$ cat config.mk
export PLATFORM = sky130hd
export DESIGN_NAME = xoshiro256_stream
export DESIGN_NICKNAME = d
export VERILOG_FILES = /design/src/rtl/xoshiro256_stream.sv
export SDC_FILE = /design/constraint.sdc
export NUM_CORES = 2
export LEC_CHECK = 0
export BUFFER_PORTS_ARGS = -buffer_cell sky130_fd_sc_hd__buf_4
export CORE_MARGIN = 10
export CORE_UTILIZATION = 50
export CTS_CLUSTER_DIAMETER = 60
export DETAILED_ROUTE_END_ITERATION = 8
export PLACE_DENSITY = 0.67
export SYNTH_ARGS = -nofsm -noshare
export SYNTH_HDL_FRONTEND = slang
export SYNTH_SLANG_ARGS = --single-unit
$ cat constraint.sdc
create_clock -name clk -period 27 [get_ports clk]
set_clock_uncertainty 0.2 [all_clocks]
set_input_delay 5.4 -clock clk [delete_from_list [all_inputs] [get_ports clk]]
set_output_delay 5.4 -clock clk [all_outputs]
set_load 0.02 [all_outputs]
$ cat src/rtl/xoshiro256_stream.sv
// Multi-lane xoshiro256 generator streaming LANES*64 bits per beat.
// Lane 0 is seeded directly. Lanes 1..LANES-1 are filled by successive
// 2^128-step jumps, so the lane streams never overlap.
// Ports:
//   clk, rst_n         clock, asynchronous active-low reset
//   seed_valid/ready   seed load handshake; seed = {s3,s2,s1,s0} for lane 0
//   mode               scrambler select captured with seed (0 plus, 1 plusplus, 2 starstar)
//   out_valid/ready    output stream handshake; lane k at out[64k+63:64k]
//   busy               high while the jump engine fills lanes
module xoshiro256_stream #(
    parameter int unsigned LANES        = 2,
    parameter int unsigned DEFAULT_MODE = 0
) (
    input  logic                  clk,
    input  logic                  rst_n,
    input  logic                  seed_valid,
    output logic                  seed_ready,
    input  logic [255:0]          seed,
    input  logic [1:0]            mode,
    output logic                  out_valid,
    input  logic                  out_ready,
    output logic [LANES*64-1:0]   out,
    output logic                  busy
);

    localparam int unsigned KW = (LANES > 1) ? $clog2(LANES) : 1;

    // Jump polynomial, LSB word first (bit cnt selects the term).
    localparam logic [255:0] JUMP_CONST = {
        64'h39ABDC4529B1661C, 64'hA9582618E03FC9AA,
        64'hD5A61266F0C9392C, 64'h180EC6D33CFD0ABA
    };

    localparam logic [1:0] ST_IDLE = 2'd0;
    localparam logic [1:0] ST_JUMP = 2'd1;
    localparam logic [1:0] ST_RUN  = 2'd2;

    logic [1:0]    state_q;
    logic [1:0]    state_d;
    logic [255:0]  lane_q [LANES];
    logic [255:0]  work_q;
    logic [255:0]  acc_q;
    logic [7:0]    cnt_q;
    logic [KW-1:0] k_q;
    logic [1:0]    mode_q;

    logic          seed_fire;
    logic          out_fire;
    logic          jump_last;
    logic          lane_last;
    logic [255:0]  acc_nxt;
    logic [255:0]  seed_fix;

    // One xoshiro256 state transition; state packed as {s3,s2,s1,s0}.
    function automatic logic [255:0] xo_step(input logic [255:0] s);
        logic [63:0] s0, s1, s2, s3, t;
        s0 = s[63:0];
        s1 = s[127:64];
        s2 = s[191:128];
        s3 = s[255:192];
        t  = s1 << 17;
        s2 = s2 ^ s0;
        s3 = s3 ^ s1;
        s1 = s1 ^ s2;
        s0 = s0 ^ s3;
        s2 = s2 ^ t;
        s3 = {s3[18:0], s3[63:19]};
        return {s3, s2, s1, s0};
    endfunction

    // Output scrambler; mode 3 falls back to plus.
    function automatic logic [63:0] xo_scramble(input logic [255:0] s, input logic [1:0] m);
        logic [63:0] sum, mul;
        sum = s[63:0] + s[255:192];
        mul = s[127:64] * 64'd5;
        case (m)
            2'd1:    xo_scramble = {sum[40:0], sum[63:41]} + s[63:0];
            2'd2:    xo_scramble = {mul[56:0], mul[63:57]} * 64'd9;
            default: xo_scramble = sum;
        endcase
    endfunction

    assign seed_fire = seed_valid && seed_ready;
    assign out_fire  = out_valid && out_ready;
    assign jump_last = (cnt_q == 8'd255);
    assign lane_last = (k_q == KW'(LANES - 1));
    assign acc_nxt   = JUMP_CONST[cnt_q] ? (acc_q ^ work_q) : acc_q;
    // All-zero state is a fixed point of the step; substitute s0=1.
    assign seed_fix  = (seed == '0) ? 256'd1 : seed;

    // State register
    always_ff @(posedge clk or negedge rst_n) begin
        if (!rst_n) begin
            state_q <= ST_IDLE;
        end else begin
            state_q <= state_d;
        end
    end

    // Next-state logic
    always_comb begin
        state_d = state_q;
        case (state_q)
            ST_IDLE: begin
                if (seed_fire) state_d = (LANES == 1) ? ST_RUN : ST_JUMP;
            end
            ST_JUMP: begin
                if (jump_last && lane_last) state_d = ST_RUN;
            end
            ST_RUN: begin
                if (seed_fire) state_d = (LANES == 1) ? ST_RUN : ST_JUMP;
            end
            default: state_d = ST_IDLE;
        endcase
    end

    // Registered status outputs decoded from the next state
    always_ff @(posedge clk or negedge rst_n) begin
        if (!rst_n) begin
            out_valid  <= 1'b0;
            seed_ready <= 1'b1;
            busy       <= 1'b0;
        end else begin
            out_valid  <= (state_d == ST_RUN);
            seed_ready <= (state_d != ST_JUMP);
            busy       <= (state_d == ST_JUMP);
        end
    end

    // Lane states and jump engine; seed load wins over an output step.
    always_ff @(posedge clk or negedge rst_n) begin
        if (!rst_n) begin
            for (int unsigned i = 0; i < LANES; i++) lane_q[i] <= '0;
            work_q <= '0;
            acc_q  <= '0;
            cnt_q  <= '0;
            k_q    <= '0;
            mode_q <= 2'(DEFAULT_MODE);
        end else if (seed_fire) begin
            lane_q[0] <= seed_fix;
            mode_q    <= mode;
            work_q    <= seed_fix;
            acc_q     <= '0;
            cnt_q     <= '0;
            k_q       <= KW'(1);
        end else if (state_q == ST_JUMP) begin
            if (jump_last) begin
                for (int unsigned i = 1; i < LANES; i++) begin
                    if (k_q == KW'(i)) lane_q[i] <= acc_nxt;
                end
                work_q <= acc_nxt;
                acc_q  <= '0;
                cnt_q  <= '0;
                k_q    <= k_q + KW'(1);
            end else begin
                work_q <= xo_step(work_q);
                acc_q  <= acc_nxt;
                cnt_q  <= cnt_q + 8'd1;
            end
        end else if (out_fire) begin
            for (int unsigned i = 0; i < LANES; i++) lane_q[i] <= xo_step(lane_q[i]);
        end
    end

    // Zero-latency scrambled output per lane
    always_comb begin
        out = '0;
        for (int unsigned i = 0; i < LANES; i++) begin
            out[64*i +: 64] = xo_scramble(lane_q[i], mode_q);
        end
    end

endmodule
Word level (Yosys, flattened, before mapping)
Memory sizes are Yosys's and may differ from the RTL's. Cells that the tools add are included.

Register bits: 1040. Bits in read-only memories: 256. Input port bits: 262. Output and inout bits: 131. Word-level logic and storage cells: 90. Memories: 1.

Memory list: (name not given) (words 256, bits a word 1, read ports 1, clocked after memory_dff 0, wr ports 0, RTL line 87) `assign acc_nxt = JUMP_CONST[cnt_q] ? (acc_q ^ work_q) : acc_q;`.

Add/sub/neg operators: 6. $mul: 4. Magnitude comparators: 1. Equality and inequality tests: 11. Multiplexer cells: 26. Bitwise operators: 17. Reduce and logical (&&, ||, !) cells: 13.

Operators by type and width (count): $mux W256 (13); $xor A64 B64 Y64 (15); $mux W512 (1); $add A64 B64 Y64 (4); $logic_not A256 Y1 (1); $pmux W64 S2 (2); $xor A256 B256 Y256 (1); $mul A64 B3 Y64 const B (2); $mul A64 B4 Y64 const B (2); $mux W8 (3); $lt A8 B9 Y1 const B (1); $add A8 B1 Y8 const B (1); $eq A8 B8 Y1 const B (1); $reduce_bool A2 Y1 (4); $eq A2 B1 Y1 const B (3); $eq A2 B2 Y1 const B (3); $ne A2 B2 Y1 const B (3); $mux W1 (4); $mux W2 (2); $pmux W2 S2 (1); $reduce_and A2 Y1 (2); $reduce_and A4 Y1 (1); $logic_and A1 B1 Y1 (3); $logic_not A2 Y1 (1); other kinds (4) (4).

Longest topological paths before layout
Depth after elaboration: 6. Depth in mapped cells: 30. Depth with buffers taken out: 30.

Worst setup path before layout
No wires, ideal clock.

Path type: register to output. Start: reg lane_q[321] in the netlist's numbering. End: out out[60]. Data arrival time: 7.447 ns. Data required time: 21.400 ns. Slack: 13.953 ns. Cell stages (with the launch flop): 31. Path buffers: 0. Path through: dfrtp_1 ha_1 ha_1 fa_1 a211oi_1 o21bai_1 o311ai_1 a2111o_1 a2111oi_4 o21ai_2 o31a_1 o31ai_4 a211oi_2 o21ai_2 or4_1 nand4_1 ha_1 ha_1 fa_1 a211oi_1 o21ai_0 a41oi_1 o31ai_1 o21ai_0 o41a_1 o31ai_1 o31a_1 a311oi_1 xnor2_1 a21oi_1 a31oi_1.

Word-level cells in the longest chain between the ends: 3.

RTL lines: start, declared (RTL line 40) `logic [255:0] lane_q [LANES];`; start signal, assigned by index (RTL line 149) `if (k_q == KW'(i)) lane_q[i] <= acc_nxt;`; $mul A64 B3 Y64 (RTL line 75) `mul = s[127:64] * 64'd5;`; $mul A64 B4 Y64 (RTL line 78) `2'd2: xo_scramble = {mul[56:0], mul[63:57]} * 64'd9;`; $pmux W64 S2 (RTL line 76) `case (m)`; end, declared (RTL line 22) `output logic [LANES*64-1:0] out,`.

Every way passes these cells.

Worst setup path after layout
Start: reg lane_q[337] in the netlist's numbering. End: out out[60].

Same word-level chain as after synthesis.

==> flow_summary_export.csv <==
group,metric,value,unit
worst_setup_path,critPathSlowestCell,"o21ai_0",
worst_setup_path,slowest_delay,0.96,ns
detailed_routing,drc,24,
synthesis,ys.flop_type,"dfrtp_1",
grt,antenna_found_initial,62,
cells_and_area,final_common_cell,"a21oi_1",
timing,rsz0062_at_grt,"false",
timing,max_slew_margin,-1.513,%
synthesis,syn_inst,11174,
clocking,tritoncts,"done",
clocking,cts.path.max_buffers,3,
synthesis,synth_top_area_share,28.88,%
worst_setup_path,rr_worst_depth,14,
detailed_routing,vias_per_cell,7.014,
grt,grt_pass1_wl,675200,µm
die,design.core.area,178800,µm²
worst_setup_path,critPathCaptureType,"output port",
worst_setup_path,startpoint,"lane_q[337]",
cells_and_area,multi_input_area,60360,µm²
detailed_routing,avgRoutedWirePerCell,36.08,µm
synthesis,syn_nets,12185,
clocking,h-tree-depth,3,
clocking,cts_buffers,111,
worst_setup_path,cp-start-kind,"flip-flop",
timing,worstMarginPinSlew,1.512,ns
synthesis,async_flop_share,100.0,%
die,die_x,444.4,µm
clocking,insertion_delay,0.79,ns
timing,hold_viol,0,
detailed_routing,first_pass_iters,9,
cells_and_area,nNetsFinal,12143,
clocking,ctsHoldBuffers,0,
synthesis,ys_seq_elements,1040,
die,pin_count,393,
clocking,post-cts-setup-buffers,0,
worst_setup_path,r2r_end,"lane_q[239]",
synthesis,synth.distinct_cells,90,
placement,dpl-instance-area,94620,µm²
timing,min_period,16.30,ns
timing,max_freq,0.06135,GHz
run_status,status,"complete, but fails checks",
die,start_util,50.36,%
synthesis,synthTopCellsByArea,"dfrtp_1, xnor2_1, ha_1",
worst_setup_path,rrSetupSlack,19.87,ns
clocking,cts_root_buf,"clkbuf_16",
cells_and_area,final_cell_mix,"a21oi_1, nand2_1, xnor2_1, dfrtp_1, nor2_1",
worst_setup_path,cp.required,21.40,ns
run_status,violations,"DRC, capacitance limit, slew limit",
cells_and_area,register_area,26030,µm²
cells_and_area,fin_cells,13627,
cells_and_area,drive_above_1_share,7.028,%
timing,drv_slew,3,
worst_hold_path,hp-class,"reg -> reg",
grt,grt_max_degree,235,
placement,post-dp-hpwl,389500,µm
grt,grt_usage,47.70,%
detailed_routing,wl,491700,µm
die,dieHeight,444.4,µm
synthesis,synth_top_area_cell,"dfrtp_1",
clocking,clkSlewWorstSetupHoldPaths,0.06,ns
worst_setup_path,worstSetupEndpoint,"out[60]",
synthesis,yosysWarnings,0,
detailed_routing,dr.first_iter.drc_count,16083,
die,row_count,155,
worst_setup_path,worstPathArrival,10.70,ns
synthesis,synth_edf_count,0,
timing,fin_hold_ws,0.3050,ns
placement,routabilityCongestion,1.149,
die,die_area,197500,µm²
grt,grt-ovfl-total,0,
placement,dp.cells,13370,
detailed_routing,antenna_left,0,
cells_and_area,postLayoutCellArea,98500,µm²
grt,first_global_vias,87001,
synthesis,yosysSeqAreaShare,28.90,%
timing,setup_violations,0,
worst_setup_path,path_max_fanout,7,
job,maxCapViolCount,2,
detailed_routing,via_count,95581,
worst_setup_path,worstReg2RegStart,"cnt_q[0]",
worst_setup_path,cpMostUsedCell,"o21ai_0",
cells_and_area,nFillCells,16516,
clocking,cts_resized,0,
cells_and_area,area_growth,9.399,%
worst_setup_path,crit_type,"reg -> out",
clocking,cts.sinks,1040,
synthesis,netlist_area,90040,µm²
timing,setup_tns,0,ns
placement,port_buffers,392,
synthesis,syn_avg_cell_area,8.058,µm²
timing,fin_crit_sh,60.37,%
worst min-delay path by stage:
| stage | startpoint | endpoint | slack [ns] | depth (start not counted) |
|---|---|---|---|---|
| 2_1_floorplan | acc_q[128] | acc_q[128] | 0.27 | 2 |
| 3_3_place_gp | acc_q[129] | acc_q[129] | 0.28 | 2 |
| 3_5_place_dp | acc_q[139] | acc_q[139] | 0.29 | 2 |
| 4_1_cts | acc_q[72] | acc_q[72] | 0.31 | 2 |
| 5_1_grt | acc_q[13] | acc_q[13] | 0.32 | 1 |
| 6_report | acc_q[140] | acc_q[140] | 0.31 | 2 |
Yosys cell counts, types with 61 or more instances:
| master | count |
|---|---|
| a211oi_1 | 73 |
| a21o_1 | 331 |
| a21oi_1 | 1435 |
| a221oi_1 | 101 |
| a22o_1 | 238 |
| a22oi_1 | 61 |
| a31oi_1 | 118 |
| clkbuf_1 | 654 |
| dfrtp_1 | 1039 |
| ha_1 | 741 |
| inv_1 | 310 |
| nand2_1 | 1201 |
| nand2b_1 | 74 |
| nand3_1 | 102 |
| nand4_1 | 138 |
| nor2_1 | 860 |
| nor3_1 | 280 |
| nor4_1 | 83 |
| o211ai_1 | 97 |
| o21a_1 | 84 |
| o21ai_0 | 702 |
| o21bai_1 | 92 |
| o22a_1 | 75 |
| o22ai_1 | 174 |
| o31ai_1 | 96 |
| xnor2_1 | 1195 |
| xor2_1 | 263 |
per-layer routing:
layer | track usage [%] | up-vias | share of wire (%) | routed length [µm]
li1 | - | 40240 | - | -
met1 | 58.26 | 46184 | 36 | 178900
met3 | 24.82 | 1719 | 16 | 79570
met4 | 33.96 | 54 | 9.2 | 45220
met2 | 63.24 | 7384 | 38 | 187000
met5 | 2.905 | - | 0.20 | 972
flip-flops by register name (all words and copies together), names as in the netlist:
signal,count
out_valid,1
busy,1
mode_q,2
state_q,2
seed_ready,1
k_q,1
cnt_q,8
work_q,256
lane_q,512
acc_q,256
logic make-up (layout without fill, tap and decap cells):
kind of cell,after synthesis,count (layout),share of synthesized area (%)
compound gates,3940,3940,27.54
xor+xnor,1461,1461,14.26
other cells,0,46,0
buf+inv,1008,1060,4.227
flops,1040,1040,28.90
simple gates,2968,2968,14.48
mux,8,8,0.1195
fa+ha+maj,749,749,10.47
cell type report:
cell class | instances | area share, %
antenna | 46 | 0.1169
clock buffer | 171 | 3.333
clock inverter | 36 | 0.4039
inverter | 311 | 1.185
multi-input combinational | 9126 | 61.28
sequential | 1040 | 26.42
tap | 2355 | 2.991
timing repair buffer | 542 | 4.270
stage by stage:
step           utilization [%]  setup WS, ns
3_3_place_gp             52.91         11.84
6_report                 55.09         10.70
3_5_place_dp             52.91         11.81
2_1_floorplan                -         13.95
5_1_grt                  55.03         10.41
4_1_cts                  54.97         10.95
critical path: cells and delay by family, from the launching register on:
kind                     cells  cell delay, ns
adder cells (fa/ha/maj)      4            1.44
buffers and inverters        1            0.17
flip-flops                   1            0.49
AO/OA/AOI/OAI               22            7.25
XOR/XNOR                     2            0.57
Power is not shown: default switching activity piles up to over one toggle a cycle in this logic, so the estimate is an artifact.
